### src/rtl/demux32_buf.sv
// demux32_buf: registered 1-to-8 distributor for data words.
// A producer word is steered by Sel into one of eight single-entry holding
// slots. Each slot is drained on its own by a valid/ack handshake. A slot
// can be acked and reloaded in the same cycle, so each slot can move one
// word per cycle.
module demux32_buf #(
   parameter int WIDTH = 32,
   parameter int CNTW  = 8
) (
   input  logic             clk,
   input  logic             reset,
   input  logic [WIDTH-1:0] In,
   input  logic [2:0]       Sel,
   input  logic             InValid,
   output logic             InReady,
   output logic [WIDTH-1:0] Out0,
   output logic [WIDTH-1:0] Out1,
   output logic [WIDTH-1:0] Out2,
   output logic [WIDTH-1:0] Out3,
   output logic [WIDTH-1:0] Out4,
   output logic [WIDTH-1:0] Out5,
   output logic [WIDTH-1:0] Out6,
   output logic [WIDTH-1:0] Out7,
   output logic [7:0]       OutValid,
   input  logic [7:0]       OutAck,
   output logic [CNTW-1:0]  XferCount
);

   logic [WIDTH-1:0] data_r [8];
   logic [7:0]       valid_r;
   logic [CNTW-1:0]  count_r;

   logic [7:0]       sel_onehot_s;
   logic             ready_s;
   logic             accept_s;
   logic [7:0]       load_s;
   logic [7:0]       drain_s;

   // Readiness of the addressed slot, accept decision and per-slot load/drain masks.
   always_comb begin
      sel_onehot_s = 8'h01 << Sel;
      ready_s      = ~valid_r[Sel] | OutAck[Sel];
      accept_s     = InValid & ready_s & ~reset;
      if (accept_s) begin
         load_s = sel_onehot_s;
      end else begin
         load_s = 8'h00;
      end
      // A slot being reloaded this cycle stays valid even if it is also acked.
      drain_s = OutAck & valid_r & ~load_s;
   end

   // Slot data, slot valid flags and the accepted-word counter.
   always_ff @(posedge clk) begin
      if (reset) begin
         for (int i = 0; i < 8; i++) begin
            data_r[i] <= {WIDTH{1'b0}};
         end
         valid_r <= 8'h00;
         count_r <= {CNTW{1'b0}};
      end else begin
         for (int i = 0; i < 8; i++) begin
            if (load_s[i]) begin
               data_r[i] <= In;
            end else begin
               data_r[i] <= data_r[i];
            end
         end
         valid_r <= (valid_r & ~drain_s) | load_s;
         if (accept_s) begin
            count_r <= count_r + {{(CNTW-1){1'b0}}, 1'b1};
         end else begin
            count_r <= count_r;
         end
      end
   end

   assign InReady   = ready_s;
   assign Out0      = data_r[0];
   assign Out1      = data_r[1];
   assign Out2      = data_r[2];
   assign Out3      = data_r[3];
   assign Out4      = data_r[4];
   assign Out5      = data_r[5];
   assign Out6      = data_r[6];
   assign Out7      = data_r[7];
   assign OutValid  = valid_r;
   assign XferCount = count_r;

endmodule

### config.mk
export PLATFORM = sky130hd
export DESIGN_NAME = demux32_buf
export DESIGN_NICKNAME = d
export VERILOG_FILES = /design/src/rtl/demux32_buf.sv
export SDC_FILE = /design/constraint.sdc
export NUM_CORES = 1
export LEC_CHECK = 0
export CAP_MARGIN = 20
export CELL_PAD_IN_SITES_DETAIL_PLACEMENT = 0
export CELL_PAD_IN_SITES_GLOBAL_PLACEMENT = 1
export CORE_AREA = 2 2 153 184
export DETAILED_ROUTE_END_ITERATION = 6
export DIE_AREA = 0 0 155 186
export HOLD_SLACK_MARGIN = 0.02
export PLACE_DENSITY_LB_ADDON = 0.1
export SLEW_MARGIN = 20
export SYNTH_ARGS = -nofsm -noshare
export SYNTH_HDL_FRONTEND = slang
export SYNTH_SLANG_ARGS = --single-unit
### constraint.sdc
create_clock -name clk -period 3.8 [get_ports clk]
set_clock_uncertainty 0.1 [all_clocks]
set_input_delay 1.14 -clock clk [delete_from_list [all_inputs] [get_ports clk]]
set_output_delay 1.14 -clock clk [all_outputs]
set_load 0.01 [all_outputs]
* After elaboration in Yosys (flattened, before gate mapping) *
Memories as Yosys holds them, arrays and structs flattened.
Cells that the tools add are included.
Widths: inputs -> output; s select.

storage, ports and cells
  flip-flop bits (word level) = 16
  memory bits (writable) = 256
  input bits = 46
  output and inout bits = 273
  word-level logic and storage cells = 104
  memories = 1

cells by class
  add/sub/neg operators = 1
  $lt $le $gt $ge = 1
  shift operators = 1
  muxes and demuxes = 71
  bitwise logic cells = 27

memories
  memory  depth  bits a word  read ports  clocked after memory_dff  write ports  line  RTL
  data_r  8      32           8           0                         8            29    logic [WIDTH-1:0] data_r [8];

operators with widths
  cell                 number
  $mux 32              16
  $mux 1               52
  $and 8x8->8          3
  $or 1x1->1           17
  $not 8->8            2
  $add 8x1->8 const B  1
  $mux 8               1
  $or 8x8->8           1
  $shl 1x3->8 const A  1
  $bmux 1 s3           2
  $lt 3x4->1 const B   1
  $and 1x1->1          2
  $not 1->1            2

* Depth between registers and ports, before layout *
Gate-level depths: netlist of the first run.

  word-level depth = 12
  gate-level depth with buffers = 6
  mapped depth without buffers = 5

* Worst setup path before layout of the first run *
OpenSTA, ideal clock, no wires.

  path kind = input to register
  from = in Sel[1]
  to = mem data_r[7][4], in the netlist data_r[1][100], enable pin
  setup time = 0.394 ns
  arrival = 2.941 ns
  data required time = 3.306 ns
  slack = 0.365 ns
  stages = 5
  buffers on the path = 1
  path through = buf_6 -> mux4_2 -> nor2_1 -> nand4_1 -> nand2b_1

RTL lines
  item             line  RTL
  start, declared  13    input logic [2:0] Sel,
  end, declared    29

* Worst setup path in the final report of the first run *
  from = in OutAck[7]
  to = out InReady

on the way
  cells in the longest elaborated chain, start to end = 3

ends and longest elaborated chain
  item                          line  RTL
  start, declared               25    input logic [7:0] OutAck,
  $bmux 1 s3                    42    ready_s = ~valid_r[Sel] | OutAck[Sel];
  $mux 1 (not written as such)  42
  $or 1x1->1                    42
  end, declared                 15    output logic InReady,

Every way passes these cells. The select of a mux whose other input is x is not followed.

==> impl_metrics.ini, run 1 <==
[synthesis]
synth_xor_area_share_pct = 0.0865
muxShareOfSynthArea_pct = 1.09
synth_top_family_by_area = simple AND/OR/NAND/NOR gates
syn_inst = 611
avgSynthCellArea_um2 = 16.6
ys_warn_count = 0
yosys.area.top_type_share_pct = 75.9
synth_area_leader_cell = edfxtp_1
yosys.area_share.simple_pct = 17.4
synth-compound-area-share_pct = 0.877
ys_ff_latch = 272
synth_area_mm2 = 0.0101
synthesis.nets = 658
synth.distinct_cells = 26
synthAdderAreaFrac_pct = 0.124
synthTopCellsByArea = edfxtp_1 76%, nor2b_1 13%, dfxtp_1 3.2%
yosysSeqAreaShare_pct = 79.0

[cells_and_area]
drive_gt1_share_pct = 7.63
layout_common_cells = 315 x clkdlybuf4s50_1, 256 x edfxtp_1, 206 x nor2b_1, 34 x and2_1, 27 x clkbuf_16
n_antenna_cell = 0
final_area_mm2 = 0.0147
area_growth_pct = 45.4
fillers = 2213
nNetsFinal = 1002
regArea_mm2 = 0.00801
final_common_cell = clkdlybuf4s50_1
multi_input_area_mm2 = 0.00200

[sta]
post-route-period-util_pct = 97.5
grt_setup_unrepaired = false
final_max_slew_viol_count = 0
worst_slew_pin_slew_ps = 680
fmax_mhz = 270
final_hold_viol_count = 0
tns_ps = 0
maxSlewHeadroom_pct = 54.7
setup_viol = 0
holdWs_ps = 386
setup_slack_ps = 93.4
fin_crit_ps = 3710

[power_and_ir_drop]
p_leak_nw = 5.16
p_per_area_mw_per_mm2 = 472
ir_drop_uv = 389

[route]
wirelength_um = 25900
drt_iter0_drc = 295
drc = 0
final_antenna_net_count = 0
vias = 6045
via_per_inst = 4.61
dr.pass1.iters = 5
routedWlPerCell_um = 19.8

[worst_setup_path]
crit_path_end = InReady
startpoint_type = input port
critPathCaptureType = output pin
criticalPathCategory = in2out
crit_chain = clkdlybuf4s50_1, nor2b_1, mux4_2, mux2i_1, buf_2
arrival_ps = 2470
r2r-start = OutValid[7]$_SDFF_PP0_
cp_max_fo = 2
r2r_end = data_r[1][117]$_SDFFCE_PP0P_
reg2reg_depth = 7
required_ps = 2560
reg2reg_slack_ps = 1420
slowest_stage = mux4_2
startpoint = OutAck[7]
max_stage_delay_ps = 490

[floorplan]
io_pins = 319
die-height_um = 186
start_util_pct = 37.5
core_mm2 = 0.0270
fp.dieW_um = 155
die_area_mm2 = 0.0288
rows = 66

[grt]
grt_usage_pct = 17.6
gr-total-overflow = 0
first_global_vias = 6086
antenna_found_initial = 0
grt_max_degree = 88
grt_pass1_wl_um = 37900

[run_status]
status = finished clean

[cts]
clock_sinks = 272
clockBufferDepth = 3
h-tree-depth = 1
worst_skew_pair.late_latency_ps = 510
cts_tree = done
holdBufCountCts = 0
cts_root_buf = clkbuf_16
numCtsBuffers = 27
clk_pin_slew_worst_paths_ps = 60

[placement]
gp_congestion = 0.731
placed_area_mm2 = 0.0140
io_buffers = 318
dpl.hpwl_um = 18400
place_ws_ps = -453

[job]
cap_viol_max_count = 0

[min_path]
hold_path.class = reg2reg
[state kept, by name, indices dropped and copies added (netlist names)]
signal	cells
OutValid	8
data_r	256
XferCount	8
[what timing repair did]
action	4_1_cts	5_1_grt
endpoints found under the setup margin	1	0
gates resized for setup	5	0
hold endpoints to repair	0	0
buffers inserted	0	0
[cells by family (layout without fill, tap and decap cells)]
group                    Yosys count  in the layout
AND/OR/NAND/NOR                  287            287
flip-flops                       272            272
buffers and inverters             29            388
AO/OA/AOI/OAI                     13             13
multiplexers                       8              8
adder cells (fa/ha/maj)            1              1
XOR/XNOR                           1              1
[power by group]
| part | total (mW) | internal, mW | switching (mW) | leakage (nW) |
|---|---|---|---|---|
| Clock | 2.40 | 1.36 | 1.04 | 0.376 |
| Sequential | 3.61 | 3.54 | 0.0728 | 2.66 |
| Combinational | 0.944 | 0.512 | 0.432 | 2.12 |
| Total | 6.95 | 5.41 | 1.54 | 5.16 |
[worst max-delay path, delay by kind of cell]
kind,cells,cell delay [ps]
buf+inv,2,640
mux,2,640
simple gates,1,50
[synth_stat cells (all sizes together)]
| cell type | n |
|---|---|
| xnor2 | 1 |
| ha | 1 |
| buf | 4 |
| mux4 | 2 |
| edfxtp | 256 |
| a21bo | 1 |
| inv | 1 |
| nand2b | 17 |
| and2 | 34 |
| nand2 | 9 |
| a31o | 1 |
| mux2i | 2 |
| and4 | 2 |
| and3 | 1 |
| nand4 | 2 |
| nor4 | 1 |
| nor2 | 10 |
| mux2 | 4 |
| o22ai | 1 |
| nand3b | 1 |
| a21oi | 10 |
| clkbuf | 24 |
| dfxtp | 16 |
| nor2b | 206 |
| nand3 | 4 |
[worst min-delay path by stage]
| stage | start | to | slack [ps] | cells past startpoint |
|---|---|---|---|---|
| floorplan | OutValid[0]$_SDFF_PP0_ | OutValid[0]$_SDFF_PP0_ | 400 | 2 |
| global placement | OutValid[6]$_SDFF_PP0_ | OutValid[6]$_SDFF_PP0_ | 380 | 2 |
| detailed placement | OutValid[1]$_SDFF_PP0_ | OutValid[1]$_SDFF_PP0_ | 380 | 2 |
| CTS | OutValid[6]$_SDFF_PP0_ | OutValid[6]$_SDFF_PP0_ | 390 | 2 |
| global route | OutValid[6]$_SDFF_PP0_ | OutValid[6]$_SDFF_PP0_ | 410 | 2 |
| finish | OutValid[7]$_SDFF_PP0_ | OutValid[7]$_SDFF_PP0_ | 390 | 2 |
[per-layer routing]
metal | up-vias | wire length [µm] | part of all wire (%) | global-route usage [%]
met5 | - | 0 | 0 | 0
met4 | 0 | 624 | 2.4 | 5.22
met3 | 44 | 2030 | 7.8 | 4.56
met2 | 236 | 13600 | 52 | 31.5
met1 | 2931 | 9710 | 37 | 20.8
li1 | 2834 | - | - | -
[layout make-up]
| cell class | count | area share (%) |
|---|---|---|
| inverter | 1 | 0.0255 |
| timing repair buffer | 343 | 23.9 |
| multi-input combinational | 310 | 13.6 |
| clock buffer | 33 | 4.74 |
| sequential | 272 | 54.3 |
| clock inverter | 11 | 0.535 |
| tap | 340 | 2.89 |
[stage by stage]
| step | std cells | total power [mW] | util, % |
|---|---|---|---|
| after global placement | 1266 | 4.63 | 51.7 |
| after CTS | 1310 | 7.04 | 54.6 |
| after floorplan | 611 | 3.97 | - |
| after detailed placement | 1266 | 4.64 | 51.7 |
| after global routing | 1310 | 7.22 | 54.6 |
| final | 1310 | 6.95 | 54.6 |
No activity file was read; power rests on OpenSTA's default activity.
==> inputs of run 2 (changes only) <==
--- a/config.mk
+++ b/config.mk
@@ -5,7 +5,7 @@
 export SDC_FILE = /design/constraint.sdc
 export NUM_CORES = 1
 export LEC_CHECK = 0
-export CAP_MARGIN = 20
+export CAP_MARGIN = 25
 export CELL_PAD_IN_SITES_DETAIL_PLACEMENT = 0
 export CELL_PAD_IN_SITES_GLOBAL_PLACEMENT = 1
 export CORE_AREA = 2 2 153 184
==> results of run 2 <==
Final layout, timing and power as in run 1 (identical DEF).
==> inputs of run 3 (changes only) <==
--- a/config.mk
+++ b/config.mk
@@ -12,6 +12,7 @@
 export DETAILED_ROUTE_END_ITERATION = 6
 export DIE_AREA = 0 0 155 186
 export HOLD_SLACK_MARGIN = 0.02
+export MAX_ROUTING_LAYER = met4
 export PLACE_DENSITY_LB_ADDON = 0.1
 export SLEW_MARGIN = 20
 export SYNTH_ARGS = -nofsm -noshare
==> constraint.sdc (replaced) <==
create_clock -name clk -period 3.7 [get_ports clk]
set_clock_uncertainty 0.1 [all_clocks]
set_input_delay 1.11 -clock clk [delete_from_list [all_inputs] [get_ports clk]]
set_output_delay 1.11 -clock clk [all_outputs]
set_load 0.01 [all_outputs]
==> impl_metrics.ini, run 3 (synthesis gave the netlist of run 1 again) <==
[run_status]
status = finished clean

[sta]
fin_crit_ps = 3620
setup_slack_ps = 77.7
setup_viol = 0
maxSlewHeadroom_pct = 54.5
post-route-period-util_pct = 97.9
fmax_mhz = 276
worst_slew_pin_slew_ps = 683
final_hold_viol_count = 0
final_max_slew_viol_count = 0
grt_setup_unrepaired = false

[cells_and_area]
drive_gt1_share_pct = 8.32
top_register = data_r
area_growth_pct = 46.4
nNetsFinal = 1003
largest_reg_flops = 256
post-route-util_pct = 54.9
n_antenna_cell = 0
final_area_mm2 = 0.0148
fillers = 2223
final_common_cell = clkdlybuf4s50_1
layout_common_cells = 312 x clkdlybuf4s50_1, 256 x edfxtp_1, 206 x nor2b_1, 34 x and2_1, 27 x clkbuf_16

[grt]
first_global_vias = 6133
grt_usage_pct = 17.9
grt_max_degree = 90
grt_pass1_wl_um = 37700
gr-total-overflow = 0
antenna_found_initial = 0

[worst_setup_path]
cp_top_family = multiplexers
arrival_ps = 2410
worst-path-buf-inv = 2
reg2reg_depth = 7
crit_chain = clkdlybuf4s50_1, nor2b_1, mux4_2, mux2i_1, buf_2
startpoint = OutAck[5]
cp_max_fo = 2
crit_path_end = InReady
slowest_stage = mux4_2
required_ps = 2490
startpoint_type = input port
criticalPathCategory = in2out
r2r-start = OutValid[7]$_SDFF_PP0_
reg2reg_slack_ps = 1300
critPathCaptureType = output pin
max_stage_delay_ps = 490
r2r_end = data_r[1][117]$_SDFFCE_PP0P_
crit_cells = 5

[placement]
place_ws_ps = -481
gp_congestion = 0.746
io_buffers = 318
dpl.hpwl_um = 18400
placed_area_mm2 = 0.0140

[route]
wirelength_um = 26000
final_antenna_net_count = 0
vias = 6005
drt_iter0_drc = 292
routedWlPerCell_um = 19.8
dr.pass1.iters = 4
via_per_inst = 4.57
drc = 0

[power_and_ir_drop]
clkPwrFrac_pct = 35.5
p_leak_nw = 5.23
ir_drop_uv = 347
p_per_area_mw_per_mm2 = 490
total_power_mw = 7.27
internal_power_mw = 5.64
swShare_pct = 22.5
power.switching_mw = 1.63
seqPwrFrac_pct = 51.0
pwr-share-comb_pct = 13.4

[cts]
numCtsBuffers = 27
clock_sinks = 272
worst_skew_pair.late_latency_ps = 530
clockBufferDepth = 3
cts_root_buf = clkbuf_16
clk_pin_slew_worst_paths_ps = 60
cts_tree = done
h-tree-depth = 1

[floorplan]
start_util_pct = 37.5
rows = 66
core_mm2 = 0.0270
die_area_mm2 = 0.0288
io_pins = 319
fp.dieW_um = 155
die-height_um = 186

[job]
cap_viol_max_count = 0

[min_path]
hold_path.class = reg2reg
run 3: worst register-to-register path: stages, from the launching register on:
cell	delay [ps]
dfxtp_1	320
nor2b_1	130
mux4_2	500
buf_4	180
nor2_1	220
nand4_1	240
nand2b_2	200
buf_12	190
run 3: how the worst min path moves through the flow:
stage,from,depth (start not counted),to,slack (ps)
6_report,OutValid[3]$_SDFF_PP0_,2,OutValid[3]$_SDFF_PP0_,380
5_1_grt,OutValid[4]$_SDFF_PP0_,2,OutValid[4]$_SDFF_PP0_,410
4_1_cts,OutValid[3]$_SDFF_PP0_,2,OutValid[3]$_SDFF_PP0_,390
3_5_place_dp,OutValid[0]$_SDFF_PP0_,2,OutValid[0]$_SDFF_PP0_,370
3_3_place_gp,OutValid[6]$_SDFF_PP0_,2,OutValid[6]$_SDFF_PP0_,380
2_1_floorplan,OutValid[0]$_SDFF_PP0_,2,OutValid[0]$_SDFF_PP0_,400
run 3: through the flow:
step                      instances  hold WS (ps)  TNS [ps]
final                          1313           383         0
after global routing           1313           409         0
after CTS                      1313           388         0
after detailed placement       1267           373      -481
after global placement         1267           384      -464
after floorplan                 611           397         0
run 3: power by group through the flow:
stage	clock, mW	sequential [mW]	combinational [mW]
6_report	2.58	3.71	0.977
5_1_grt	2.77	3.73	1.04
4_1_cts	2.64	3.72	0.997
3_5_place_dp	0	3.78	0.994
3_3_place_gp	0	3.77	0.985
2_1_floorplan	0	3.90	0.176
run 3: layer usage:
layer | GRT usage (%) | part of all wire [%] | up-vias
li1 | - | - | 2834
met3 | 4.45 | 6.8 | 39
met1 | 21.0 | 39 | 2927
met4 | 5.15 | 2.1 | 0
met5 | - | 0 | -
met2 | 30.9 | 52 | 205
run 3: what timing repair did:
action / CTS / global route
hold endpoints to repair: 0 / 0
buffers inserted: 0 / 0
hold buffers: 0 / 0
endpoints found under the setup margin: 1 / 1
gates resized for setup: 5 / 3
gates cloned: 0 / 0
pin swaps: 0 / 0
run 3: area by class of cell:
cell class	instances	area (µm²)	share of cell area, %
clock buffers	31	691	4.66
flip-flops and latches	272	8010	54.0
clock inverters	15	133	0.894
multi-input cells	310	2000	13.5
well taps	340	425	2.87
inverters	1	3.75	0.0253
repair buffers	344	3570	24.1
